**config.mk**
```make
export PLATFORM = sky130hd
export DESIGN_NAME = alu_exec_unit
export DESIGN_NICKNAME = d
export VERILOG_FILES = /design/src/rtl/alu_exec_unit.sv
export SDC_FILE = /design/constraint.sdc
export NUM_CORES = 1
export LEC_CHECK = 0
export CAP_MARGIN = 25
export CORE_UTILIZATION = 29
export CTS_BUF_LIST = sky130_fd_sc_hd__clkbuf_8
export CTS_CLUSTER_DIAMETER = 30
export DETAILED_ROUTE_END_ITERATION = 8
export SYNTH_ARGS = -nofsm -noshare
export SYNTH_HDL_FRONTEND = slang
export SYNTH_SLANG_ARGS = --single-unit
```
**constraint.sdc**
```tcl
create_clock -name clk -period 0.8 [get_ports clk]
set_input_delay 0.16 -clock clk [delete_from_list [all_inputs] [get_ports clk]]
set_output_delay 0.16 -clock clk [all_outputs]
set_load 0.01 [all_outputs]
```
**src/rtl/alu_exec_unit.sv**
```systemverilog
// Execute-stage ALU for the single-cycle MIPS core: funct decode, 32-bit ALU with
// flags and a parallel branch-target adder, all results registered behind en.
module alu_exec_unit (
  input  logic        clk,
  input  logic        reset,
  input  logic        en,
  input  logic [5:0]  alu_op,
  input  logic [31:0] a,
  input  logic [31:0] b,
  input  logic        cin,
  input  logic [31:0] br_base,
  input  logic [31:0] br_off,
  output logic [3:0]  alu_ctl,
  output logic [31:0] alu_res,
  output logic        zero,
  output logic        ovf,
  output logic        cout,
  output logic [31:0] br_sum
);

  localparam int unsigned DW = 32;
  localparam int unsigned CW = 4;

  typedef enum logic [CW-1:0] {
    CTL_AND  = 4'b0000,
    CTL_OR   = 4'b0001,
    CTL_ADD  = 4'b0010,
    CTL_ADDU = 4'b0011,
    CTL_XOR  = 4'b0100,
    CTL_SUB  = 4'b0110,
    CTL_SLT  = 4'b0111,
    CTL_SUBU = 4'b1000,
    CTL_NOR  = 4'b1100
  } ctl_e;

  ctl_e          ctl_c;
  logic [DW:0]   sum_add_c;
  logic [DW:0]   sum_sub_c;
  logic          ovf_add_c;
  logic          ovf_sub_c;
  logic [DW-1:0] res_c;
  logic          ovf_c;
  logic          cout_c;

  // Funct decode; unrecognised codes fall back to ADD.
  always_comb begin
    ctl_c = CTL_ADD;
    case (alu_op)
      6'h20:   ctl_c = CTL_ADD;
      6'h21:   ctl_c = CTL_ADDU;
      6'h22:   ctl_c = CTL_SUB;
      6'h23:   ctl_c = CTL_SUBU;
      6'h24:   ctl_c = CTL_AND;
      6'h25:   ctl_c = CTL_OR;
      6'h26:   ctl_c = CTL_XOR;
      6'h27:   ctl_c = CTL_NOR;
      6'h2A:   ctl_c = CTL_SLT;
      default: ctl_c = CTL_ADD;
    endcase
  end

  // Shared adders; subtraction is a + ~b + 1 so carry-out means no borrow.
  always_comb begin
    sum_add_c = {1'b0, a} + {1'b0, b} + (DW + 1)'(cin);
    sum_sub_c = {1'b0, a} + {1'b0, ~b} + (DW + 1)'(1);
    ovf_add_c = (a[DW-1] == b[DW-1]) && (sum_add_c[DW-1] != a[DW-1]);
    ovf_sub_c = (a[DW-1] != b[DW-1]) && (sum_sub_c[DW-1] != a[DW-1]);
  end

  always_comb begin
    res_c  = '0;
    ovf_c  = 1'b0;
    cout_c = 1'b0;
    case (ctl_c)
      CTL_ADD: begin
        res_c  = sum_add_c[DW-1:0];
        cout_c = sum_add_c[DW];
        ovf_c  = ovf_add_c;
      end
      CTL_ADDU: begin
        res_c  = sum_add_c[DW-1:0];
        cout_c = sum_add_c[DW];
      end
      CTL_SUB: begin
        res_c  = sum_sub_c[DW-1:0];
        cout_c = sum_sub_c[DW];
        ovf_c  = ovf_sub_c;
      end
      CTL_SUBU: begin
        res_c  = sum_sub_c[DW-1:0];
        cout_c = sum_sub_c[DW];
      end
      CTL_AND: res_c = a & b;
      CTL_OR:  res_c = a | b;
      CTL_XOR: res_c = a ^ b;
      CTL_NOR: res_c = ~(a | b);
      // Signed less-than survives overflow of a-b by flipping the sign bit.
      CTL_SLT: res_c = {{(DW - 1){1'b0}}, sum_sub_c[DW-1] ^ ovf_sub_c};
      default: res_c = '0;
    endcase
  end

  always_ff @(posedge clk or negedge reset) begin
    if (!reset) begin
      alu_ctl <= '0;
      alu_res <= '0;
      zero    <= 1'b0;
      ovf     <= 1'b0;
      cout    <= 1'b0;
      br_sum  <= '0;
    end else if (en) begin
      alu_ctl <= ctl_c;
      alu_res <= res_c;
      zero    <= (res_c == '0);
      ovf     <= ovf_c;
      cout    <= cout_c;
      br_sum  <= br_base + br_off;
    end
  end

endmodule

```
==> impl_metrics.tcl, run 1 <==
set metrics [dict create \
    die-area_sq_um 36300 \
    grt_pass1_wl_microns 71500 \
    p_leak_nw 9.18 \
    fin_worst_skew_ns 0 \
    nNetsFinal 2381 \
    cts_inserted_buffers 9 \
    vias 13300 \
    gp_congestion 0.944 \
    cts_tree "built" \
    rr_endpoint "br_sum[30]$_DFFE_PN0P_" \
    yosysTopAreaCellShare_pct 17.2 \
    rsz0062_at_grt "true" \
    r2r_start "br_sum[30]$_DFFE_PN0P_" \
    cts.path.max_buffers 2 \
    placeableCoreArea_sq_um 34800 \
    startpoint_type "primary input" \
    grt_start_max_net_pins 52 \
    route.final.wire_length_microns 47300 \
    die_width_microns 191 \
    worst-setup-path-type "primary input to flip-flop" \
    drtAntennaViolNets 0 \
    failing_checks "setup timing" \
    die_h_microns 191 \
    netlist_area_sq_um 10300 \
    top_cell_type_by_total_area_after_synthesis "dfrtp_1" \
    power.share.clock_pct 15.0 \
    reg2reg_depth 4 \
    net_switching_fraction_of_the_power_pct 38.9 \
    clock-sinks 71 \
    synth.yosys.seq_area_share_pct 17.2 \
    critPathMaxFanout 3 \
    syn_nets 1619 \
    final_hold_fails 0 \
    synth_cell_type_count 89 \
    comb_power_share_pct 65.5 \
    min-delay-start "br_base[0]" \
    floorplan.rows 68 \
    worst_setup_path_end_kind "flip-flop" \
    cp_data_arrival_time_ns 4.53 \
    port-buffer-count 208 \
    timing.slew.headroom_pct 55.0 \
    synth_seq_cells 71 \
    place_inst 2425 \
    slew_viol_final 0 \
    synthesis.yosys.warnings 0 \
    grt.overflow.total 0 \
    drive_above_1_share_pct 52.8 \
    design.portCount 209 \
    ys.flop_type "dfrtp_1" \
    detail_route.iter0.violations 895 \
    whs_endpoint "br_sum[0]$_DFFE_PN0P_" \
    power_frac_seq_pct 19.5 \
    power-per-cell-area_nw_per_um2 1240 \
    drc 0 \
    vias_per_cell 5.18 \
    place.detailed.hpwl_microns 36200 \
    internal_power_mw 15.0 \
    clkTransAtPathRegs_ns 0.09 \
    drtPass1Iterations 5 \
    number_of_antenna_violations_at_the_first_check_in_global_routing 1 \
    cts-htree-levels 3 \
    holdCritPathClass "primary input to flip-flop" \
    cts_root_buf "clkbuf_8" \
    synthArstFlopShare_pct 100 \
    power.net_switching_mw 9.58 \
    ff2ff_setup_slack_ns -0.21 \
    source_to_sink_clock_delay_at_the_later_pin_of_the_worst_skew_pair_ns 0.35 \
    globalRouteTotalUtil_pct 24.8 \
    max_freq_mhz 237 \
    wl_per_cell_microns 18.5 \
    hold_path_depth 3 \
    setup_viol_count_final 139 \
    synth_cells 1339 \
    status "complete, but fails checks" \
    drv_cap 0 \
    worst_ir_drop_vdd_uv 837 \
    critical_path_required_ns 1.10 \
    postLayoutSetupSlackWorst_ns -3.43 \
    yosys-top-cells-area "dfrtp_1, ha_1, a21oi_1, nor2_1, inv_1" \
    setup_tns_final_ns -134.02 \
    growth_of_design_area_from_synthesis_to_finish_pct 92.2 \
    floorplan.initialDensity_pct 29.6 \
    layoutNonFillerInstCount 2562 \
    worst-slew-pin-transition_ns 0.672 \
    first_global_vias 13500 \
    min_period_over_period_pct 528 \
    synth-edff-count 0 \
    synth.avg_cell_area_sq_um 7.70 \
    fin_crit_ns 4.23 \
]
[cell usage after synthesis (4+ instances only)]
cell,instances
and3_1,5
nor3_1,28
a21oi_1,150
a221oi_1,13
nand2b_1,17
dfrtp_1,71
buf_4,10
a211o_1,5
nor4_1,13
o21bai_1,20
nor2_1,128
inv_1,105
o21ai_0,73
a31oi_1,13
ha_1,137
o221ai_1,11
and4_1,4
nor2b_1,20
fa_1,5
clkbuf_1,39
a21o_1,29
mux2_2,31
o21a_1,7
or3_1,4
xor2_1,19
a22o_1,4
o31ai_1,21
a221o_1,8
nand4b_1,4
nand4_1,15
o211ai_1,15
o22ai_1,11
mux2i_1,23
nand2_1,83
o21ai_1,5
a211oi_1,15
xnor2_1,39
nand3_1,21
o31a_1,7
buf_2,16
a22oi_1,12
[what timing repair did]
| item | 4_1_cts | 5_1_grt |
|---|---|---|
| hold buffers | 1 | 0 |
| cloned | 1 | 1 |
| resized for setup | 779 | 114 |
| pin swaps | 133 | 100 |
| endpoints found under the setup margin | 142 | 142 |
| buffers inserted | 80 | 62 |
| hold endpoints to repair | 71 | 0 |
[power by group through the flow]
stage / Clock [mW] / Combinational (mW) / Sequential (mW)
finish: 3.69 / 16.1 / 4.80
global route: 3.91 / 17.2 / 4.88
CTS: 3.75 / 14.9 / 4.76
detailed placement: 0 / 13.4 / 4.78
global placement: 0 / 13.3 / 4.76
floorplan: 0 / 5.99 / 5.06
[final cells by class]
cell class / count / area (sq um)
multi-input cells: 1089 / 9860
diodes: 1 / 2.50
clock buffers: 9 / 124
flip-flops and latches: 71 / 1780
clock inverters: 7 / 120
fillers: 3145 / 15000
well taps: 455 / 569
repair buffers: 822 / 6880
inverters: 108 / 489
[stage by stage]
stage	utilization (%)	instance area [sq um]	setup slack (ns)	total power, mW	hold WS, ns
final	57.0	19800	-3.43	24.6	0.140
after global placement	49.5	17200	-4.23	18.0	0.168
after CTS	54.6	19000	-3.54	23.4	0.127
after floorplan	-	11400	-3.27	11.1	-0.136
after global routing	57.0	19800	-3.65	26.0	0.130
after detailed placement	49.5	17200	-4.41	18.2	0.169
[critical path, stage by stage]
cell and delay, ns:
buf_8 0.08, clkinvlp_4 0.11, ha_4 0.19, nor2_4 0.14, o311ai_4 0.13, a31o_4 0.28, nand4b_1 0.26, nand4b_1 0.21
a31oi_4 0.12, o21a_1 0.22, o31a_1 0.26, or3_1 0.36, a21oi_2 0.15, nor2_2 0.05, fa_2 0.33, nor3b_4 0.17
nor3_2 0.16, nand2_1 0.10, nor3_2 0.11, nand4_1 0.13, nor4_2 0.31, nand4_1 0.15, nor4_2 0.16, a32o_1 0.19
[metal layers]
metal	GRT usage, %	part of all wire [%]
met4	8.18	3.6
met1	31.5	43
met2	43.6	49
met5	0	0
met3	2.45	4.4
[state kept, by name, indices dropped and copies added, names as in the netlist]
name     count
alu_ctl      4
alu_res     32
br_sum      32
cout         1
ovf          1
zero         1
[layout by cell type, fill, tap and decap left out, drive strengths merged, types with 16 or more instances in the layout]
cell           netlist  layout
a211oi              16      16
a21o                29      29
a21oi              150     150
buf                 32     711
clkbuf              39      18
clkdlybuf4s50        0      67
dfrtp               71      71
dlygate4sd2          0      26
ha                 137     137
inv                107     106
mux2                31      31
mux2i               23      23
nand2               84      84
nand2b              19      19
nand3               21      21
nor2               129     129
nor2b               20      20
nor3                28      28
o21ai               79      79
o21bai              20      20
o31ai               22      22
xnor2               39      39
xor2                19      19
[kinds of logic after synthesis]
kind of cell	after synthesis	synth area share [%]
compound gates	467	30.1
simple gates	368	17.2
buf+inv	179	7.29
fa+ha+maj	142	17.6
flops	71	17.2
xor+xnor	58	4.93
mux	54	5.62
[how the worst max path moves through the flow]
| stage | start | endpoint | slack, ns |
|---|---|---|---|
| after global routing | a[0] | zero$_DFFE_PN0P_ | -3.65 |
| after detailed placement | a[1] | zero$_DFFE_PN0P_ | -4.41 |
| final | a[0] | zero$_DFFE_PN0P_ | -3.43 |
| after floorplan | a[1] | zero$_DFFE_PN0P_ | -3.27 |
| after CTS | a[1] | zero$_DFFE_PN0P_ | -3.54 |
| after global placement | a[1] | zero$_DFFE_PN0P_ | -4.23 |
Power figures use the tool's default switching activity.
==> run 2, diff against run 1 <==
RECOVER_POWER = 100   (was not set)
==> impl_metrics.tcl, run 2 (synthesis results as in run 1) <==
set metrics [dict create \
    status "complete, but fails checks" \
    failing_checks "setup timing" \
    rsz0062_at_grt "true" \
    layout.cells.most_common "buf_4" \
    wl_per_cell_microns 18.5 \
    first_global_vias 13500 \
    postLayoutSetupSlackWorst_ns -3.43 \
    gp_congestion 0.944 \
    cts_inserted_buffers 9 \
    place_inst 2425 \
    worst_setup_path_end_kind "flip-flop" \
    grt.overflow.total 0 \
    cp-startpoint "a[0]" \
    fin_worst_skew_ns 0 \
    power.net_switching_mw 9.58 \
    max_freq_mhz 236 \
    route.final.wire_length_microns 47300 \
    cts_root_buf "clkbuf_8" \
    clkTransAtPathRegs_ns 0.09 \
    floorplan.initialDensity_pct 29.6 \
    cts-htree-levels 3 \
    internal_power_mw 15.0 \
    number_of_antenna_violations_at_the_first_check_in_global_routing 1 \
    vias_per_cell 5.17 \
    die_h_microns 191 \
    placement.setup.worst_slack_ns -4.41 \
    grt_start_max_net_pins 52 \
    floorplan.rows 68 \
    top_library_cells_by_usage_in_the_layout_fill_and_taps_aside "buf_4, buf_6, nor2_1" \
    path_depth 24 \
    place.detailed.hpwl_microns 36200 \
    grt_pass1_wl_microns 71500 \
    clock-sinks 71 \
    power.share.clock_pct 15.0 \
    port-buffer-count 208 \
    min_period_over_period_pct 529 \
    vias 13300 \
    holdCritPathClass "primary input to flip-flop" \
    detailed_place.area_sq_um 17200 \
    nNetsFinal 2381 \
    source_to_sink_clock_delay_at_the_later_pin_of_the_worst_skew_pair_ns 0.35 \
    top_regs "alu_res: 32 flops, br_sum: 32 flops, alu_ctl: 4 flops" \
    fin_total_pwr_mw 24.6 \
    design.portCount 209 \
    hold_path_depth 3 \
    drc 0 \
    growth_of_design_area_from_synthesis_to_finish_pct 92.1 \
    worst-slew-pin-transition_ns 0.672 \
    cts_tree "built" \
    comb_power_share_pct 65.5 \
    worst_ir_drop_vdd_uv 839 \
    setup_tns_final_ns -134.37 \
    grt.met3_usage_pct 2.45 \
    slew_viol_final 0 \
    r2r_start "br_sum[30]$_DFFE_PN0P_" \
    min-delay-start "br_base[0]" \
    final_hold_fails 0 \
    critical_path.max_stage_delay_ns 0.37 \
    drtPass1Iterations 5 \
    holdWs_ns 0.141 \
    global_route_met2_usage_pct 43.6 \
    power-per-cell-area_nw_per_um2 1240 \
    placeableCoreArea_sq_um 34800 \
    die_width_microns 191 \
    setup_viol_count_final 139 \
    net_switching_fraction_of_the_power_pct 38.9 \
    critical-path-slowest-cell "or3_1" \
    fin_crit_ns 4.23 \
    detail_route.iter0.violations 895 \
    die-area_sq_um 36300 \
    drv_cap 0 \
    drive_above_1_share_pct 52.7 \
    critPathMaxFanout 3 \
    globalRouteTotalUtil_pct 24.8 \
    layoutNonFillerInstCount 2562 \
    final_cell_area_excluding_filler_cells_sq_um 19800 \
    critical_path_required_ns 1.10 \
    critPathTopFamily "simple AND/OR/NAND/NOR gates" \
    reg2reg_depth 4 \
    startpoint_type "primary input" \
    power_frac_seq_pct 19.5 \
    busiest_layer "met2" \
    worst_path_cell_chain "buf_8 -> clkinvlp_4 -> ha_4 -> nor2_4 -> o311ai_4 -> a31o_4 -> nand4b_1 -> nand4b_1 -> a31oi_4 -> o21a_1 -> o31a_1 -> or3_1 -> a21oi_2 -> nor2_2 -> fa_2 -> nor3b_4 -> nor3_2 -> nand2_1 -> nor3_2 -> nand4_1 -> nor4_2 -> nand4_1 -> nor4_2 -> a32o_1" \
    p_leak_nw 9.18 \
    postLayoutCoreUtil_pct 56.9 \
    critPathBufInv 2 \
    cp_data_arrival_time_ns 4.53 \
    grtUsageMet1_pct 31.5 \
    timing.slew.headroom_pct 55.0 \
    worst-setup-path-type "primary input to flip-flop" \
    cts.path.max_buffers 2 \
    drtAntennaViolNets 0 \
]
==> run 2: cell type report <==
cell class                      instances  area (sq um)
Fill cell                            3148         15000
Multi-Input combinational cell       1089          9860
Timing Repair Buffer                  822          6870
Sequential cell                        71          1780
Tap cell                              455           569
Inverter                              108           489
Clock buffer                            9           124
Clock inverter                          7           120
Antenna cell                            1          2.50
==> run 2: power groups by stage <==
stage | registers [mW] | logic (mW) | clock network (mW)
final | 4.80 | 16.1 | 3.69
after global routing | 4.88 | 17.2 | 3.91
after CTS | 4.76 | 14.9 | 3.75
after detailed placement | 4.78 | 13.4 | 0
after global placement | 4.76 | 13.3 | 0
after floorplan | 5.06 | 5.99 | 0
==> run 2: tightest hold or removal path, stage by stage <==
cell and delay, ns:
buf_6 0.07, ha_4 0.11, mux2_4 0.12
==> run 2: worst paths after layout <==
kind | end | slack (ns)
worst max-delay path | zero$_DFFE_PN0P_ | -3.43
worst min-delay path | br_sum[0]$_DFFE_PN0P_ | 0.14
worst max register to register | br_sum[30]$_DFFE_PN0P_ | -0.21
worst min register to register | br_sum[2]$_DFFE_PN0P_ | 0.52
max in group asynchronous | alu_res[10]$_DFFE_PN0P_ | 0.02
min in group asynchronous | br_sum[21]$_DFFE_PN0P_ | 0.41
==> run 2: routing by layer <==
layer	wire length [microns]	up-vias
met1	20300	6367
met3	2130	91
met5	0	-
met4	1680	0
met2	23200	400
li1	-	6393
==> run 2: what timing repair did <==
item	in CTS	in global routing
endpoints found under the setup margin	142	142
hold endpoints to repair	71	0
pin swaps	133	100
buffers inserted	80	62
hold buffers	1	0
gates resized for setup	779	114
gates cloned	1	1
==> run 3, diff against run 2 <==
CORE_ASPECT_RATIO = 1.5   (was not set)
==> impl_metrics.tcl, run 3 (synthesis results as in run 1) <==
set metrics [dict create \
    floorplan.initialDensity_pct 29.5 \
    detail_route.iter0.violations 618 \
    fin_crit_ns 4.17 \
    power_frac_seq_pct 19.2 \
    worst_setup_path_end_kind "flip-flop" \
    ff2ff_setup_slack_ns -0.22 \
    internal_power_mw 15.0 \
    route.final.wire_length_microns 49700 \
    cts.path.max_buffers 2 \
    cts_inserted_buffers 9 \
    hold_path_depth 3 \
    fin_worst_skew_ns 0 \
    grt_pass1_wl_microns 74200 \
    slew_viol_final 0 \
    comb_power_share_pct 69.4 \
    die_h_microns 233 \
    max_freq_mhz 240 \
    number_of_antenna_violations_at_the_first_check_in_global_routing 3 \
    first_global_vias 14200 \
    setup_viol_count_final 140 \
    wl_per_cell_microns 19.0 \
    drc 0 \
    net_switching_fraction_of_the_power_pct 40.2 \
    rr_endpoint "br_sum[10]$_DFFE_PN0P_" \
    layout.cells.most_common "buf_4" \
    grt.overflow.total 0 \
    design.portCount 209 \
    place_inst 2452 \
    drtPass1Iterations 7 \
    gp_congestion 0.963 \
    die-area_sq_um 36300 \
    drv_cap 0 \
    startpoint_type "primary input" \
    final_hold_fails 0 \
    worst-setup-path-type "primary input to flip-flop" \
    min_period_over_period_pct 522 \
    status "complete, but fails checks" \
    port-buffer-count 208 \
    worst_ir_drop_vdd_uv 800 \
    holdCritPathClass "primary input to flip-flop" \
    r2r_start "br_sum[10]$_DFFE_PN0P_" \
    vias_per_cell 5.22 \
    drive_above_1_share_pct 57.0 \
    drtAntennaViolNets 0 \
    worst-slew-pin-transition_ns 0.817 \
    whs_endpoint "br_sum[0]$_DFFE_PN0P_" \
    vias 13700 \
    fin_total_pwr_mw 25.1 \
    cts_root_buf "clkbuf_8" \
    timing.slew.headroom_pct 45.1 \
    cts-htree-levels 3 \
    critical_path_required_ns 1.11 \
    power.share.clock_pct 11.4 \
    layoutNonFillerInstCount 2621 \
    power-per-cell-area_nw_per_um2 1210 \
    globalRouteTotalUtil_pct 26.0 \
    rsz0062_at_grt "true" \
    source_to_sink_clock_delay_at_the_later_pin_of_the_worst_skew_pair_ns 0.37 \
    placeableCoreArea_sq_um 35000 \
    p_leak_nw 9.57 \
    min-delay-start "br_off[0]" \
    top_regs "alu_res: 32 flops, br_sum: 32 flops, alu_ctl: 4 flops" \
    cts_tree "built" \
    die_width_microns 156 \
    growth_of_design_area_from_synthesis_to_finish_pct 101 \
    grt_start_max_net_pins 43 \
    place.detailed.hpwl_microns 37500 \
    clkTransAtPathRegs_ns 0.09 \
    critPathMaxFanout 2 \
    failing_checks "setup timing" \
    postLayoutCoreUtil_pct 59.3 \
    power.net_switching_mw 10.1 \
    postLayoutSetupSlackWorst_ns -3.37 \
    reg2reg_depth 3 \
    clock-sinks 71 \
    nNetsFinal 2421 \
    floorplan.rows 84 \
    top_library_cells_by_usage_in_the_layout_fill_and_taps_aside "buf_4, buf_6, nor2_1" \
    cp_data_arrival_time_ns 4.48 \
]
==> run 3: cell count changes in the layout (fill, tap and decap cells not counted), moves of 9 or more <==
cell	previous run	this run
a21oi_1	88	72
a21oi_2	48	60
buf_6	111	155
buf_8	5	14
clkdlybuf4s50_1	67	52
inv_1	64	50
inv_2	24	34
nor2_1	109	99
==> run 3: through the flow <==
step / setup slack (ns) / TNS (ns) / instance area [sq um] / hold WS (ns)
2_1_floorplan: -3.27 / -86.25 / 11400 / -0.136
3_3_place_gp: -4.37 / -176.44 / 17300 / 0.0151
3_5_place_dp: -4.45 / -179.30 / 17300 / 0.0142
4_1_cts: -3.56 / -122.78 / 19500 / 0.143
5_1_grt: -3.62 / -127.85 / 20800 / 0.173
6_report: -3.37 / -121.20 / 20800 / 0.182
==> run 3: critical path, stage by stage <==
cell and delay [ns]:
buf_8 0.08, clkinvlp_4 0.09, ha_4 0.23, nor2_4 0.12
o311ai_4 0.11, a31o_4 0.25, nand4b_1 0.17, buf_4 0.18
nand4b_1 0.14, a31oi_4 0.12, o21a_1 0.21, o31a_1 0.26
or3_1 0.36, a21oi_2 0.14, nor2_2 0.05, fa_2 0.35
nor3b_4 0.16, nor3_2 0.14, nand2_1 0.09, nor3_2 0.10
nand4_1 0.12, nor4_2 0.34, nand4_1 0.17, nor4_2 0.16
a32o_1 0.19
==> run 3: how the worst max path moves through the flow <==
stage / startpoint / to / cells past startpoint
global placement: a[1] / zero$_DFFE_PN0P_ / 24
global route: a[1] / zero$_DFFE_PN0P_ / 25
finish: a[1] / zero$_DFFE_PN0P_ / 25
floorplan: a[1] / zero$_DFFE_PN0P_ / 23
CTS: a[1] / zero$_DFFE_PN0P_ / 25
detailed placement: a[1] / zero$_DFFE_PN0P_ / 24
==> run 3: power groups by stage <==
stage,clock network (mW),logic (mW),registers (mW)
floorplan,0,5.99,5.06
global placement,0,13.4,4.79
detailed placement,0,13.6,4.82
CTS,2.90,15.7,4.79
global route,3.06,18.5,4.88
finish,2.87,17.4,4.82
==> run 3: area by class of cell <==
cell class | instances | area (sq um)
fill | 3012 | 14200
multi-input combinational | 1089 | 10300
timing repair buffer | 862 | 7430
sequential | 71 | 1780
tap | 473 | 592
inverter | 108 | 504
clock buffer | 10 | 138
clock inverter | 6 | 51.3
antenna | 2 | 5.00
==> run 3: timing repair <==
| item | 4_1_cts | 5_1_grt |
|---|---|---|
| endpoints found under the setup margin | 142 | 142 |
| hold endpoints to repair | 71 | 0 |
| buffers inserted | 125 | 87 |
| gates resized for setup | 861 | 261 |
| hold buffers | 1 | 0 |
| pin swaps | 165 | 181 |
| cloned | 1 | 1 |
==> run 3: routing by layer <==
layer / global-route usage (%) / vias up / wire length [microns]
met5: 0 / - / 11
met3: 3.04 / 169 / 2360
met4: 15.4 / 2 / 2940
met1: 26.4 / 6556 / 18000
li1: - / 6475 / -
met2: 50.3 / 482 / 26400
